===== src/rtl/rr_arbiter_onehot.sv =====
// Round-robin arbiter with a sticky one-hot grant held until acknowledged.
// Priority rotates past the last acknowledged requester; outputs are all registered.
module rr_arbiter_onehot #(
    parameter int NUM_REQS     = 11,
    parameter int LOG_NUM_REQS = $clog2(NUM_REQS)
) (
    input  logic                    clk,
    input  logic                    rst_n,
    input  logic [NUM_REQS-1:0]     i__request,
    input  logic                    i__grant_ack,
    output logic                    o__grant_valid,
    output logic [NUM_REQS-1:0]     o__grant_onehot,
    output logic [LOG_NUM_REQS-1:0] o__grant_encode
);

    typedef enum logic {
        IDLE,
        GRANTED
    } state_t;

    state_t state_q, state_d;

    logic [LOG_NUM_REQS-1:0] ptr_q, ptr_d;
    logic [LOG_NUM_REQS-1:0] search_ptr;
    logic [LOG_NUM_REQS-1:0] masked_idx, full_idx, win_idx;
    logic [NUM_REQS-1:0]     masked_req;
    logic                    req_any;
    logic                    valid_d;
    logic [NUM_REQS-1:0]     onehot_d;
    logic [LOG_NUM_REQS-1:0] encode_d;

    // While a grant is held the search already starts past it, so an ack
    // can reload the next winner in the same edge.
    always_comb begin
        search_ptr = ptr_q;
        if (state_q == GRANTED) begin
            if (o__grant_encode == LOG_NUM_REQS'(NUM_REQS - 1))
                search_ptr = '0;
            else
                search_ptr = o__grant_encode + LOG_NUM_REQS'(1);
        end
    end

    always_comb begin
        masked_req = '0;
        masked_idx = '0;
        full_idx   = '0;
        for (int k = 0; k < NUM_REQS; k++)
            masked_req[k] = i__request[k] && (k >= int'(search_ptr));
        for (int k = NUM_REQS - 1; k >= 0; k--) begin
            if (masked_req[k]) masked_idx = LOG_NUM_REQS'(k);
            if (i__request[k]) full_idx   = LOG_NUM_REQS'(k);
        end
        win_idx = (|masked_req) ? masked_idx : full_idx;
        req_any = |i__request;
    end

    always_comb begin
        state_d  = state_q;
        ptr_d    = ptr_q;
        valid_d  = o__grant_valid;
        onehot_d = o__grant_onehot;
        encode_d = o__grant_encode;
        unique case (state_q)
            IDLE: begin
                if (req_any) begin
                    state_d  = GRANTED;
                    valid_d  = 1'b1;
                    onehot_d = NUM_REQS'(1) << win_idx;
                    encode_d = win_idx;
                end
            end
            GRANTED: begin
                if (i__grant_ack) begin
                    ptr_d = search_ptr;
                    if (req_any) begin
                        onehot_d = NUM_REQS'(1) << win_idx;
                        encode_d = win_idx;
                    end else begin
                        state_d  = IDLE;
                        valid_d  = 1'b0;
                        onehot_d = '0;
                        encode_d = '0;
                    end
                end
            end
            default: begin
                state_d  = IDLE;
                valid_d  = 1'b0;
                onehot_d = '0;
                encode_d = '0;
            end
        endcase
    end

    always_ff @(posedge clk or negedge rst_n) begin
        if (!rst_n) begin
            state_q         <= IDLE;
            ptr_q           <= '0;
            o__grant_valid  <= 1'b0;
            o__grant_onehot <= '0;
            o__grant_encode <= '0;
        end else begin
            state_q         <= state_d;
            ptr_q           <= ptr_d;
            o__grant_valid  <= valid_d;
            o__grant_onehot <= onehot_d;
            o__grant_encode <= encode_d;
        end
    end

    a_onehot0: assert property (
        @(posedge clk) disable iff (!rst_n)
        $onehot0(o__grant_onehot));

    a_valid_match: assert property (
        @(posedge clk) disable iff (!rst_n)
        o__grant_valid == |o__grant_onehot);

    a_encode_match: assert property (
        @(posedge clk) disable iff (!rst_n)
        o__grant_valid |->
        o__grant_onehot == (NUM_REQS'(1) << o__grant_encode));

endmodule


===== config.mk =====
export PLATFORM = sky130hd
export DESIGN_NAME = rr_arbiter_onehot
export DESIGN_NICKNAME = d
export VERILOG_FILES = /design/src/rtl/rr_arbiter_onehot.sv
export SDC_FILE = /design/constraint.sdc
export NUM_CORES = 1
export LEC_CHECK = 0
export BUFFER_PORTS_ARGS = -buffer_cell sky130_fd_sc_hd__buf_4
export CAP_MARGIN = 20
export CORE_UTILIZATION = 40
export DETAILED_ROUTE_END_ITERATION = 16
export PLACE_DENSITY = 0.75
export RECOVER_POWER = 25
export SETUP_SLACK_MARGIN = 0.2
export SLEW_MARGIN = 20
export SYNTH_ARGS = -nofsm -noshare
export SYNTH_HDL_FRONTEND = slang
export SYNTH_SLANG_ARGS = --single-unit

===== constraint.sdc =====
create_clock -name clk -period 2.06 [get_ports clk]
set_input_delay 0.412 -clock clk [delete_from_list [all_inputs] [get_ports clk]]
set_output_delay 0.412 -clock clk [all_outputs]
set_load 0.05 [all_outputs]

==> Word-level counts from Yosys, hierarchy flattened <==
Index checks and enable logic that the tools add are counted.
{ "classes": {"add_sub_neg": 1, "magnitude_cmp": 11, "n_eq_ne": 4, "shifts": 1, "muxes": 40, "n_bitwise": 1, "reduce_logical": 16} }
{ "op_table": {"columns": ["op", "n"], "rows": [
  ["4-bit 2-to-1 mux", 28],
  ["11-bit 2-to-1 mux", 3],
  ["11-bit one-hot mux with 2 select lines", 1],
  ["11-bit OR reduction", 2],
  ["3-bit by 4-bit greater-or-equal comparator with 1-bit output, first input constant", 4],
  ["4-bit greater-or-equal comparator, first input constant", 3],
  ["1-bit logical AND", 11],
  ["1-bit by 4-bit left shift with 11-bit output, first input constant", 1],
  ["1-bit by 4-bit greater-or-equal comparator with 1-bit output, first input constant", 2],
  ["2-bit by 4-bit greater-or-equal comparator with 1-bit output, first input constant", 2],
  ["4-bit one-hot mux with 2 select lines", 1],
  ["2-bit != test, second input constant", 3],
  ["1-bit 2-to-1 mux", 5],
  ["4-bit by 1-bit adder with 4-bit output, second input constant", 1],
  ["4-bit == test, second input constant", 1],
  ["1-bit one-hot mux with 2 select lines", 2],
  ["2-bit AND reduction", 2],
  ["3-bit AND reduction", 1],
  ["1-bit NOT", 1]
]} }
{ "totals": {"reg_bits": 21, "input_bits": 14, "output_inout_bits": 16, "elab_cells": 79} }

==> Logic depth before layout (Yosys ltp) <==
Gate-level depths: netlist of the first run.
{ "logic_depth": {"ltp_word": 21, "depth_mapped": 10, "mapped_depth_nobuf": 8} }

==> Worst setup path after synthesis of the first run <==
No wires, ideal clock.
{ "synth_timing": {"path_kind": "register to register", "startpoint": "register o__grant_encode[0]", "endpoint": "register o__grant_onehot[3]", "setup_time_ns": 0.122, "arrival_time_ns": 2.499, "slack_ns": -0.561, "stages_incl_launch_ff": 10, "cell_sequence": "dfrtp_1 > buf_2 > nand3b_1 > a31oi_4 > a41oi_1 > o21ai_2 > nand3_4 > o21bai_1 > and3_1 > a32o_1"} }
{ "synth_via": {"elab_chain_cells": 21, "elab_cells_between_ends": 44, "classes_between": "1 x add/sub; 11 x order compare; 1 x eq/ne; 1 x shift; 18 x mux; 12 x reduce/logical"} }
{ "synth_lines": {"columns": ["element", "line_no", "rtl"], "rows": [
  ["start, declared", "13", "output logic [LOG_NUM_REQS-1:0] o__grant_encode"],
  ["start signal, assigned", "108", "o__grant_encode <= encode_d;"],
  ["4-bit by 1-bit adder with 4-bit output / 4-bit == test (equally long branches)", "40, 37", null],
  ["4-bit 2-to-1 mux *", "37", "if (o__grant_encode == LOG_NUM_REQS'(NUM_REQS - 1))"],
  ["4-bit 2-to-1 mux *", "36", "if (state_q == GRANTED) begin"],
  ["4-bit greater-or-equal comparator", "49", "masked_req[k] = i__request[k] && (k >= int'(search_ptr));"],
  ["1-bit logical AND", "49", null],
  ["4-bit 2-to-1 mux (11 in a row)", "51", "if (masked_req[k]) masked_idx = LOG_NUM_REQS'(k);"],
  ["4-bit 2-to-1 mux *", "54", "win_idx = (|masked_req) ? masked_idx : full_idx;"],
  ["1-bit by 4-bit left shift with 11-bit output *", "69, 77", null],
  ["11-bit 2-to-1 mux", "76", "if (req_any) begin"],
  ["11-bit 2-to-1 mux", "74", "if (i__grant_ack) begin"],
  ["11-bit one-hot mux with 2 select lines *", "64", "unique case (state_q)"],
  ["end signal, assigned", "107", "o__grant_onehot <= onehot_d;"],
  ["end, declared", "12", "output logic [NUM_REQS-1:0] o__grant_onehot,"]
]} }
Mark *: on every way between the ends. The rest lies on a longest branch, timed or not. The select of a mux whose other input is x is not followed.
A chain may end at the register's enable or synchronous reset.

==> Final worst setup path of the first run <==
{ "layout_timing": {"startpoint": "register o__grant_encode[2]", "endpoint": "register o__grant_onehot[5]"} }
Same word-level chain as after synthesis.

==> results.sh, run 1 <==
export IMPL_status="complete, but fails checks"
export IMPL_violations="negative setup slack"
export IMPL_seq_area_frac_synth_pct=34.60
export IMPL_grt_usage_pct=23.00
export IMPL_firstDrtPassIters=4
export IMPL_min_path_type="input port to async pin"
export IMPL_critPathRequiredTime_ns=2.26
export IMPL_power_density_mw_per_mm2=1686
export IMPL_drc=0
export IMPL_crit_type="flip-flop to flip-flop"
export IMPL_syn_nets=178
export IMPL_ios=30
export IMPL_met3_length_um=157
export IMPL_critPathCaptureType="flip-flop"
export IMPL_fillers=298
export IMPL_cp_start_kind="flip-flop"
export IMPL_synth_top_area_share_pct=34.60
export IMPL_wl_met2_um=2157
export IMPL_grt_overflow_total=0
export IMPL_fin_nets=250
export IMPL_r2r_end="o__grant_onehot[5]$_DFFE_PN0P_"
export IMPL_seqPwrFrac_pct=17.1
export IMPL_share_comb_of_total_power_pct=75.8
export IMPL_antenna_cells=0
export IMPL_dp_hpwl_um=3116
export IMPL_clk_latency_ns=0.26
export IMPL_core_sq_mm=0.003661
export IMPL_power_frac_clock_pct=7.1
export IMPL_portBuffers=29
export IMPL_synth_ff_type="dfrtp_1"
export IMPL_critical_path_arrival_ns=2.64
export IMPL_relSlewSlack_pct=25.43
export IMPL_slowest_stage="dfrtp_2"
export IMPL_dieHeight_um=63.62
export IMPL_synth_warnings=0
export IMPL_setup_violations=15
export IMPL_cts_buffers=3
export IMPL_p_sw_uw=1821
export IMPL_ctsHtreeMaxLevel=1
export IMPL_grt_pass1_vias=1560
export IMPL_reg2reg_from="o__grant_encode[2]$_DFFE_PN0P_"
export IMPL_p_leak_uw=0.001056
export IMPL_core_rowCount=22
export IMPL_drive_above_1_share_pct=53.62
export IMPL_synth_edf_count=0
export IMPL_area_growth_pct=53.13
export IMPL_fin_ws_ns=-0.3753
export IMPL_post_drt_wl_per_cell_um=15.18
export IMPL_vias=1535
export IMPL_ir_drop_mv=1.025
export IMPL_synth_area_per_cell_sq_um=9.262
export IMPL_first_iter_violations=72
export IMPL_synth_area_sq_mm=0.001519
export IMPL_post_place_ws_ns=-0.3643
export IMPL_switching_share_pct=46.46
export IMPL_final_common_cell="buf_4"
export IMPL_min_period_over_period_pct=118.2
export IMPL_path_clk_slew_ns=0.08
export IMPL_viasPerCell=5.424
export IMPL_synth_top_area_cell="dfrtp_1"
export IMPL_clk_path_buf_depth=2
export IMPL_crit_path_max_fanout=8
export IMPL_dr_max_layer_used="met4"
export IMPL_r2r_slack_ns=-0.38
export IMPL_maxCapViolations=0
export IMPL_initial_core_util_pct=41.49
export IMPL_drtAntennaViolNets=0
export IMPL_grt_pass1_wl_um=7320
export IMPL_final_cell_mix="buf_4, dfrtp_1, nand2_1"
export IMPL_synthCells=164
export IMPL_gp_congestion=0.8679
export IMPL_cp_cell_sequence="nand3b_1 > a31oi_4 > a21oi_1 > a31o_2 > a311o_1 > o22ai_4 > nor3b_4 > a22o_1"
export IMPL_yosysUniqueCellTypes=58
export IMPL_fmaxAchievable_mhz=410.6
export IMPL_wirelength_um=4295
export IMPL_cts_root_buf="clkbuf_8"
export IMPL_tightest_slew_ns=1.119
export IMPL_skew_ns=0.002487
export IMPL_cpPeakStageDelay_ns=0.46
export IMPL_yosys_top_cells_area="dfrtp_1, nand2b_1, a22o_1"
export IMPL_internal_power_uw=2099
export IMPL_hold_violations=0
export IMPL_grt_max_degree=22
export IMPL_r2r_cells=8
export IMPL_hold_slack_ns=0.3376
export IMPL_die_area_sq_mm=0.004048
export IMPL_ys_ff_latch=21
export IMPL_wl_met1_um=1972
export IMPL_cts_sinks=21
export IMPL_async_flop_share_pct=100.0
export IMPL_antenna_found_initial=0
export IMPL_rsz0062_at_grt="true"
export IMPL_finalWorstPathRequiredPeriod_ns=2.435
export IMPL_drv_slew=0
export IMPL_cts_tree="built"
export IMPL_die_x_um=63.62
==> area by class of cell <==
| cell class | count | area [sq um] | area share [%] |
|---|---|---|---|
| multi-input cells | 130 | 1106 | 47.55 |
| well taps | 48 | 60.06 | 2.582 |
| repair buffers | 73 | 553.0 | 23.78 |
| inverters | 7 | 26.28 | 1.130 |
| clock inverters | 1 | 7.507 | 0.3228 |
| flip-flops and latches | 21 | 531.8 | 22.86 |
| clock buffers | 3 | 41.29 | 1.775 |
==> state kept, by name, indices dropped and copies added, names as in the netlist <==
name / flops
o__grant_encode: 4
o__grant_onehot: 11
o__grant_valid: 1
ptr_q: 4
state_q: 1
==> power by group through the flow <==
stage / registers, uW / clock network [uW] / logic (uW)
2_1_floorplan: 982 / 0 / 1360
4_1_cts: 667 / 289 / 2780
3_5_place_dp: 670 / 0 / 2410
5_1_grt: 688 / 309 / 3160
3_3_place_gp: 668 / 0 / 2390
6_report: 669 / 279 / 2970
==> metrics by stage <==
stage               instance area [sq um]  util (%)  instances  total power, uW  TNS [ns]
global route                         2326     63.53        283             4154    -5.562
CTS                                  2251     61.48        278             3735    -3.251
finish                               2326     63.53        283             3920    -4.516
global placement                     2057     56.19        268             3060    -3.743
detailed placement                   2057     56.19        268             3084    -3.905
floorplan                            1572         -        164             2342    -4.365
==> worst max path at each step <==
stage / start / to / slack (ns) / cells past startpoint
2_1_floorplan: o__grant_encode[1]$_DFFE_PN0P_ / o__grant_onehot[3]$_DFFE_PN0P_ / -0.36 / 9
3_3_place_gp: state_q$_DFF_PN0_ / o__grant_onehot[3]$_DFFE_PN0P_ / -0.35 / 8
3_5_place_dp: state_q$_DFF_PN0_ / o__grant_onehot[5]$_DFFE_PN0P_ / -0.36 / 8
4_1_cts: o__grant_encode[0]$_DFFE_PN0P_ / o__grant_onehot[5]$_DFFE_PN0P_ / -0.31 / 9
5_1_grt: o__grant_encode[2]$_DFFE_PN0P_ / o__grant_onehot[5]$_DFFE_PN0P_ / -0.44 / 8
6_report: o__grant_encode[2]$_DFFE_PN0P_ / o__grant_onehot[5]$_DFFE_PN0P_ / -0.38 / 8
==> synthesized netlist by cell type, types with 4 or more instances <==
cell type,n
inv_1,7
a21oi_1,6
a22o_1,8
nor2b_1,4
nand2b_1,12
dfrtp_1,21
o21ai_0,4
o31ai_1,4
nor2_1,11
nand2_1,14
==> cells by family (layout without fill, tap and decap cells) <==
| logic type | count (synthesis) | after routing | synth area share, % |
|---|---|---|---|
| AOI/OAI and AO/OA | 62 | 62 | 33.69 |
| muxes | 2 | 2 | 1.400 |
| and+or+nand+nor | 66 | 66 | 26.11 |
| DFF | 21 | 21 | 34.60 |
| buffers and inverters | 13 | 84 | 4.201 |
==> routing by layer <==
layer	vias up	track usage [%]
met4	0	5.114
met2	33	39.36
met1	746	30.03
met3	2	3.804
met5	-	0
li1	754	-
==> worst max-delay path, delay by kind of cell (launching register included) <==
| kind | cells | cell delay, ns |
|---|---|---|
| simple gates | 2 | 0.51 |
| flops | 1 | 0.46 |
| compound gates | 6 | 1.39 |
==> repair_timing <==
action,CTS,global route
setup endpoints to repair,15,15
hold endpoints to repair,0,0
cloned,0,1
resized for setup,20,11
hold buffers,0,0
buffers inserted,6,4
pin swaps,13,5
(Power assumes the default switching activity.)
==> run 2, diff against run 1 <==
--- a/config.mk
+++ b/config.mk
@@ -10,7 +10,7 @@
 export CORE_UTILIZATION = 40
 export DETAILED_ROUTE_END_ITERATION = 16
 export PLACE_DENSITY = 0.75
-export RECOVER_POWER = 25
+export RECOVER_POWER = 100
 export SETUP_SLACK_MARGIN = 0.2
 export SLEW_MARGIN = 20
 export SYNTH_ARGS = -nofsm -noshare
==> run 2 against run 1 <==
The flow still finishes with violations (negative setup slack). Die area did not move. Register-to-register slack barely moved. First-iteration DRC count fell by 1.4%. Largest cell class unchanged. Via count rose by 0.46%. Cell count did not move. Clock skew barely moved. Sequential share of layout area rose by 0.45 points.
==> results.sh, run 2 (same netlist as run 1, synthesis figures left out) <==
export IMPL_first_iter_violations=71
export IMPL_post_place_ws_ns=-0.3643
export IMPL_core_sq_mm=0.003661
export IMPL_portBuffers=29
export IMPL_ios=30
export IMPL_firstDrtPassIters=4
export IMPL_grt_max_degree=22
export IMPL_crit_type="flip-flop to flip-flop"
export IMPL_dp_hpwl_um=3116
export IMPL_critPathRequiredTime_ns=2.26
export IMPL_reg_top3="o__grant_onehot x11, o__grant_encode x4, ptr_q x4"
export IMPL_vias=1542
export IMPL_setup_violations=15
export IMPL_gp_congestion=0.8679
export IMPL_grt_usage_pct=23.00
export IMPL_min_period_over_period_pct=118.2
export IMPL_hold_violations=0
export IMPL_cp_start_kind="flip-flop"
export IMPL_status="complete, but fails checks"
export IMPL_largest_register="o__grant_onehot"
export IMPL_die_area_sq_mm=0.004048
export IMPL_cts_hold_buf=0
export IMPL_path_clk_slew_ns=0.08
export IMPL_min_path_type="input port to async pin"
export IMPL_crit_path_max_fanout=8
export IMPL_grt_pass1_wl_um=7320
export IMPL_relSlewSlack_pct=25.59
export IMPL_tightest_slew_ns=1.116
export IMPL_slowest_stage="dfrtp_2"
export IMPL_drtAntennaViolNets=0
export IMPL_finalCoreUtilization_pct=62.30
export IMPL_violations="negative setup slack"
export IMPL_finalPower_uw=3868
export IMPL_drive_above_1_share_pct=48.51
export IMPL_maxCapViolations=0
export IMPL_drv_slew=0
export IMPL_fin_ws_ns=-0.3756
export IMPL_antenna_found_initial=0
export IMPL_ir_drop_mv=1.002
export IMPL_largest_reg_flops=11
export IMPL_rsz0062_at_grt="true"
export IMPL_final_common_cell="buf_4"
export IMPL_cpPeakStageDelay_ns=0.46
export IMPL_ctsHtreeMaxLevel=1
export IMPL_viasPerCell=5.449
export IMPL_cts_tree="built"
export IMPL_cts_root_buf="clkbuf_8"
export IMPL_core_rowCount=22
export IMPL_cts_sinks=21
export IMPL_cp_cell_sequence="nand3b_1 > a31oi_4 > a21oi_1 > a31o_2 > a311o_1 > o22ai_4 > nor3b_4 > a22o_1"
export IMPL_area_growth_pct=50.16
export IMPL_skew_ns=0.002661
export IMPL_p_leak_uw=0.001007
export IMPL_dieHeight_um=63.62
export IMPL_fillers=309
export IMPL_fmaxAchievable_mhz=410.6
export IMPL_grt_pass1_vias=1560
export IMPL_clk_path_buf_depth=2
export IMPL_critical_path_arrival_ns=2.64
export IMPL_die_x_um=63.62
export IMPL_fin_nets=250
export IMPL_antenna_cells=0
export IMPL_hold_slack_ns=0.3365
export IMPL_cts_buffers=3
export IMPL_initial_core_util_pct=41.49
export IMPL_wirelength_um=4287
export IMPL_drc=0
export IMPL_clk_latency_ns=0.26
export IMPL_power_density_mw_per_mm2=1696
export IMPL_finalWorstPathRequiredPeriod_ns=2.436
export IMPL_final_cell_mix="buf_4, dfrtp_1, clkbuf_1"
export IMPL_grt_overflow_total=0
export IMPL_post_drt_wl_per_cell_um=15.15
export IMPL_critPathCaptureType="flip-flop"
-- run 2: stage by stage --
stage | setup TNS [ns] | instance area (sq um) | cells
3_5_place_dp | -3.905 | 2057 | 268
3_3_place_gp | -3.743 | 2057 | 268
2_1_floorplan | -4.365 | 1572 | 164
4_1_cts | -3.251 | 2251 | 278
5_1_grt | -5.562 | 2281 | 283
6_report | -4.517 | 2281 | 283
-- run 2: cell type report --
| type | count | area [sq um] | area share (%) |
|---|---|---|---|
| clock buffer | 3 | 41.29 | 1.810 |
| inverter | 7 | 26.28 | 1.152 |
| multi-input combinational | 130 | 1106 | 48.49 |
| tap | 48 | 60.06 | 2.633 |
| sequential | 21 | 531.8 | 23.31 |
| clock inverter | 1 | 7.507 | 0.3291 |
| timing repair buffer | 73 | 508.0 | 22.27 |
-- run 2: critical path, delay by kind of cell, from the launching register on --
kind	cells	cell delay, ns
flops	1	0.46
compound gates	6	1.39
simple gates	2	0.51
-- run 2: path summary, 6_finish.rpt --
check                      slack [ns]  depth (start not counted)                           start                             end
setup / recovery                -0.38                          8  o__grant_encode[2]$_DFFE_PN0P_  o__grant_onehot[5]$_DFFE_PN0P_
hold / removal                   0.34                          1                           rst_n            ptr_q[0]$_DFFE_PN0P_
setup reg to reg                -0.38                          8  o__grant_encode[2]$_DFFE_PN0P_  o__grant_onehot[5]$_DFFE_PN0P_
hold reg to reg                  0.51                          1  o__grant_onehot[7]$_DFFE_PN0P_  o__grant_onehot[7]$_DFFE_PN0P_
max in group asynchronous        0.98                          1                           rst_n  o__grant_encode[0]$_DFFE_PN0P_
min in group clk                 0.38                          2                    i__grant_ack      o__grant_valid$_DFFE_PN0P_
-- run 2: where the power goes --
group | leakage [uW] | switching [uW] | total, uW | internal [uW]
Clock | 0.0000217 | 143 | 279 | 137
Sequential | 0.000261 | 115 | 667 | 551
Combinational | 0.000724 | 1560 | 2920 | 1360
Total | 0.00101 | 1820 | 3870 | 2050
-- run 2: what timing repair did --
item,in CTS,in global routing
buffers inserted,6,4
endpoints found under the setup margin,15,15
pin swaps,13,5
cloned,0,1
resized for setup,20,11
-- run 2: per-layer routing --
metal  track usage, %  wire, um  vias up
met5                0         0        -
met4            5.114         8        0
met3            3.804       153        2
met2            39.36      2148       35
met1            30.03      1976      751
li1                 -         -      754
